**src/rtl/input_debouncer_pkg.sv**
```systemverilog
// debounce_pkg: shared state encoding and parameter defaults for input_debouncer.
package debounce_pkg;
    typedef enum logic [1:0] {ST_LOW, ST_QUAL_HI, ST_HIGH, ST_QUAL_LO} deb_state_t;
    localparam int SYNC_STAGES_DEF = 2;
    localparam int STABLE_CYCLES_DEF = 16;
endpackage

```
**src/rtl/input_debouncer_sync_chain.sv**
```systemverilog
// sync_chain: multi-flop synchronizer for one asynchronous bit, resets to 0.
module sync_chain
    import debounce_pkg::*;
#(
    parameter int SYNC_STAGES = SYNC_STAGES_DEF
) (
    input  logic clk,
    input  logic resetn,
    input  logic d,
    output logic q
);
    logic [SYNC_STAGES-1:0] ff;
    always_ff @(posedge clk or negedge resetn)
        if (!resetn) ff <= '0;
        else ff <= {ff[SYNC_STAGES-2:0], d};
    assign q = ff[SYNC_STAGES-1];
endmodule

```
**src/rtl/input_debouncer.sv**
```systemverilog
// input_debouncer: synchronizes a bouncy input and commits level changes after STABLE_CYCLES stable samples.
// Optional glitch counter port enabled by DEBOUNCE_GLITCH_CNT_EN.
module input_debouncer
    import debounce_pkg::*;
#(
    parameter int SYNC_STAGES = SYNC_STAGES_DEF,
    parameter int STABLE_CYCLES = STABLE_CYCLES_DEF
`ifdef DEBOUNCE_GLITCH_CNT_EN
    ,
    parameter int GLITCH_W = 8
`endif
) (
    input  logic clk,
    input  logic resetn,
    input  logic din_raw,
`ifdef DEBOUNCE_GLITCH_CNT_EN
    output logic [GLITCH_W-1:0] glitch_cnt,
`endif
    output logic dout,
    output logic busy
);
    localparam int CW = $clog2(STABLE_CYCLES);
    localparam logic [CW-1:0] CNT_MAX = CW'(STABLE_CYCLES - 1);
    logic sync_q;
    deb_state_t state;
    logic [CW-1:0] cnt;
    sync_chain #(.SYNC_STAGES(SYNC_STAGES)) u_sync (
        .clk(clk),
        .resetn(resetn),
        .d(din_raw),
        .q(sync_q)
    );
    always_ff @(posedge clk or negedge resetn)
        if (!resetn) begin
            state <= ST_LOW;
            cnt <= '0;
            dout <= 1'b0;
            busy <= 1'b0;
        end else begin
            case (state)
                ST_LOW:
                    if (sync_q) begin
                        state <= ST_QUAL_HI;
                        cnt <= CW'(1);
                        busy <= 1'b1;
                    end
                ST_QUAL_HI:
                    if (!sync_q) begin
                        state <= ST_LOW;
                        cnt <= '0;
                        busy <= 1'b0;
                    end else if (cnt == CNT_MAX) begin
                        state <= ST_HIGH;
                        dout <= 1'b1;
                        cnt <= '0;
                        busy <= 1'b0;
                    end else cnt <= cnt + 1'b1;
                ST_HIGH:
                    if (!sync_q) begin
                        state <= ST_QUAL_LO;
                        cnt <= CW'(1);
                        busy <= 1'b1;
                    end
                ST_QUAL_LO:
                    if (sync_q) begin
                        state <= ST_HIGH;
                        cnt <= '0;
                        busy <= 1'b0;
                    end else if (cnt == CNT_MAX) begin
                        state <= ST_LOW;
                        dout <= 1'b0;
                        cnt <= '0;
                        busy <= 1'b0;
                    end else cnt <= cnt + 1'b1;
                default: begin
                    state <= ST_LOW;
                    cnt <= '0;
                    busy <= 1'b0;
                end
            endcase
        end
`ifdef DEBOUNCE_GLITCH_CNT_EN
    // a failed qualification is a candidate reversing before commit
    logic glitch;
    assign glitch = (state == ST_QUAL_HI && !sync_q) || (state == ST_QUAL_LO && sync_q);
    always_ff @(posedge clk or negedge resetn)
        if (!resetn) glitch_cnt <= '0;
        else if (glitch && glitch_cnt != '1) glitch_cnt <= glitch_cnt + 1'b1;
`endif
endmodule
```
**config.mk**
```make
export PLATFORM = sky130hd
export DESIGN_NAME = input_debouncer
export DESIGN_NICKNAME = d
export VERILOG_FILES = /design/src/rtl/input_debouncer_pkg.sv /design/src/rtl/input_debouncer_sync_chain.sv /design/src/rtl/input_debouncer.sv
export SDC_FILE = /design/constraint.sdc
export NUM_CORES = 1
export LEC_CHECK = 0
export ABC_AREA = 1
export ABC_CLOCK_PERIOD_IN_PS = 1950
export BUFFER_PORTS_ARGS = -buffer_cell sky130_fd_sc_hd__buf_2
export CAP_MARGIN = 20
export CORE_AREA = 2 2 39 41
export DETAILED_ROUTE_END_ITERATION = 6
export DIE_AREA = 0 0 41 43
export RECOVER_POWER = 25
export SYNTH_ARGS = -nofsm -noshare
export SYNTH_HDL_FRONTEND = slang
export SYNTH_SLANG_ARGS = --single-unit
```
**constraint.sdc**
```tcl
create_clock -name clk -period 1.95 [get_ports clk]
set_input_delay 0 -clock clk [delete_from_list [all_inputs] [get_ports clk]]
set_output_delay 0 -clock clk [all_outputs]
set_load 0.005 [all_outputs]
```
==> impl_metrics.toml <==
[clock_network]
cts-root-buf = "clkbuf_4"
clk_latency_ns = 0.26
clk_pin_slew_ns = 0.06
cts_sinks = 10
postCtsSetupBuffers = 0
htree_levels = 1
hold_buffers = 2
postCtsResizedCells = 0
tritoncts = "done"
cts_made_buffers = 3
cts_buffer_depth = 2

[worst_setup_path]
critPathMaxFanout = 5
crit_type = "register to register"
cp-end-kind = "register"
crit_arrival_ns = 1.37
critPathRequiredTime_ns = 2.10
cp-start-kind = "register"

[power_and_ir_drop]
peakVddDrop_uv = 424
power.leakage_nw = 0.313
power.switching_uw = 108
switching_share_pct = 23.5
p_total_uw = 458
clkPwrFrac_pct = 40.0
pwr-share-seq_pct = 50.9
internal-power_uw = 351
comb_power_share_pct = 9.1
power_density_nw_per_um2 = 779

[detailed_routing]
route.met3.wl_um = 17
vias = 410
vias_per_cell = 4.71
highest_layer = "met4"
met1Wirelength_um = 428
drtIter0Drc = 4
drt-total-wl_um = 876
met2_length_um = 400
drt_first_pass_iters = 2
drc = 0
postRouteAntennaNets = 0
wl_per_cell_um = 10.1

[placement]
port_buffers = 4
globalplace.congestion = 0.814
dpl.hpwl_um = 650

[yosys]
ys_ff_latch = 10
syn_nets = 65
synthCells = 61
syn_avg_cell_area_um2 = 8.08
yosysSeqAreaShare_pct = 50.8
synth.cell_area_um2 = 493
synth_warnings = 0
synth.distinct_cells = 16

[timing]
fin_crit_ns = 1.22
maxSlewViolCount = 0
fin_skew_ns = 0.000852
holdWs_ns = 0.248
setup_viol_count_final = 0
max_slew_margin_pct = 63.7
fmax_mhz = 818
worst_pin_slew_ns = 0.544
finalSetupTns_ns = 0
fin_crit_sh_pct = 62.7
rsz0062_at_grt = "false"
hold_viol = 0

[global_route]
grt_usage_pct = 14.3
grt_pass1_vias = 403
grt_max_degree = 11
grt.overflow.total = 0
antenna_found_initial = 0
grt_first_pass_wirelength_um = 1640

[cells_and_area]
n_antenna_cell = 0
drive_above_1_share_pct = 19.7
final_nets = 76
final_util_pct = 42.5
area_delta_synth_final_pct = 19.3

[floorplan]
core-area_um2 = 1380
die_h_um = 43
dieWidth_um = 41
initial_core_util_pct = 35.6
ios = 5
fp-row-count = 14
fp.dieArea_um2 = 1760

[outcome]
status = "finished, final reports clean"

[job]
drv_cap = 0

[worst_hold_path]
hold_class = "primary input to asynchronous set/reset pin"
[worst max-delay path: stages, from the launching register on]
cell and delay (ns):
dfrtp_1 0.42, ha_1 0.25, nand4_1 0.20, clkinv_1 0.11, nand3_1 0.08, nand2_1 0.05
[logic make-up after synthesis]
family | Yosys count | synth area share [%]
AND/OR/NAND/NOR | 34 | 31.7
buffers and inverters | 11 | 8.38
flip-flops | 10 | 50.8
AO/OA/AOI/OAI | 4 | 4.82
XOR/XNOR | 1 | 1.78
adder cells (fa/ha/maj) | 1 | 2.54
[registers in the layout (all words and copies together), names as in the netlist, named ones only]
register	cells
busy	1
state	1
u_sync.ff	2
dout	1
cnt	4
[cell usage after synthesis]
library cell   n  area [µm²]
o21ai_2        1        8.76
nand4_1        5        31.3
inv_1          8        30.0
clkinv_1       1        3.75
o21ai_0        1        5.00
nand3_1        5        25.0
nor2_1         3        11.3
ha_1           1        12.5
dfrtp_1       10         250
inv_2          2        7.51
nand2_1       17        63.8
o21ai_1        1        5.00
nor2_2         1        6.26
nand2_2        3        18.8
xnor2_1        1        8.76
a21oi_1        1        5.00
[path summary, 6_finish.rpt]
path	from	end	slack (ns)	depth (start not counted)
max in group asynchronous	resetn	dout$_DFFE_PN0P_	1.35	2
worst max register to register	cnt[0]$_DFFE_PN0P_	dout$_DFFE_PN0P_	0.73	5
worst min register to register	u_sync.ff[0]$_DFF_PN0_	u_sync.ff[1]$_DFF_PN0_	0.36	0
worst max-delay path	cnt[0]$_DFFE_PN0P_	dout$_DFFE_PN0P_	0.73	5
worst min-delay path	resetn	cnt[0]$_DFFE_PN0P_	0.25	2
min in group clk	u_sync.ff[0]$_DFF_PN0_	u_sync.ff[1]$_DFF_PN0_	0.36	0
[cell usage in the layout, fill, tap and decap left out]
master         synthesis  routed
nand2_1               17      17
dfrtp_1               10      10
inv_1                  8       8
nand4_1                5       5
nand3_1                5       5
nand2_2                3       3
nor2_1                 3       3
clkbuf_4               0       3
buf_2                  0       3
inv_2                  2       2
dlygate4sd3_1          0       2
o21ai_0                1       1
o21ai_1                1       1
clkinv_1               1       1
nor2_2                 1       1
a21oi_1                1       1
xnor2_1                1       1
o21ai_2                1       1
ha_1                   1       1
clkbuf_8               0       1
clkbuf_1               0       1
[power groups by stage]
stage / clock [mW] / combinational, mW / sequential, mW
2_1_floorplan: 0 / 0.0262 / 0.234
3_3_place_gp: 0 / 0.0397 / 0.237
3_5_place_dp: 0 / 0.0395 / 0.237
4_1_cts: 0.191 / 0.0426 / 0.233
5_1_grt: 0.202 / 0.0494 / 0.236
6_report: 0.183 / 0.0416 / 0.233
[stage by stage]
step                      instances  instance area [µm²]  worst slack [ns]
after global routing             87                  588             0.609
after global placement           81                  533             0.775
final                            87                  588             0.728
after CTS                        87                  589             0.732
after detailed placement         81                  533             0.747
after floorplan                  61                  493             0.826
[routing by layer]
metal | up-vias | GRT usage (%)
met5 | - | 0
met4 | 0 | 12.0
met3 | 4 | 1.57
met2 | 4 | 20.0
met1 | 188 | 18.6
li1 | 214 | -
[area by class of cell]
cell class,instances,area (µm²)
inverter,11,41.3
sequential,10,250
multi-input combinational,40,201
fill,148,796
tap,16,20.0
timing repair buffer,6,38.8
clock buffer,4,36.3
Note: power is estimated with default switching activity, not from simulation.
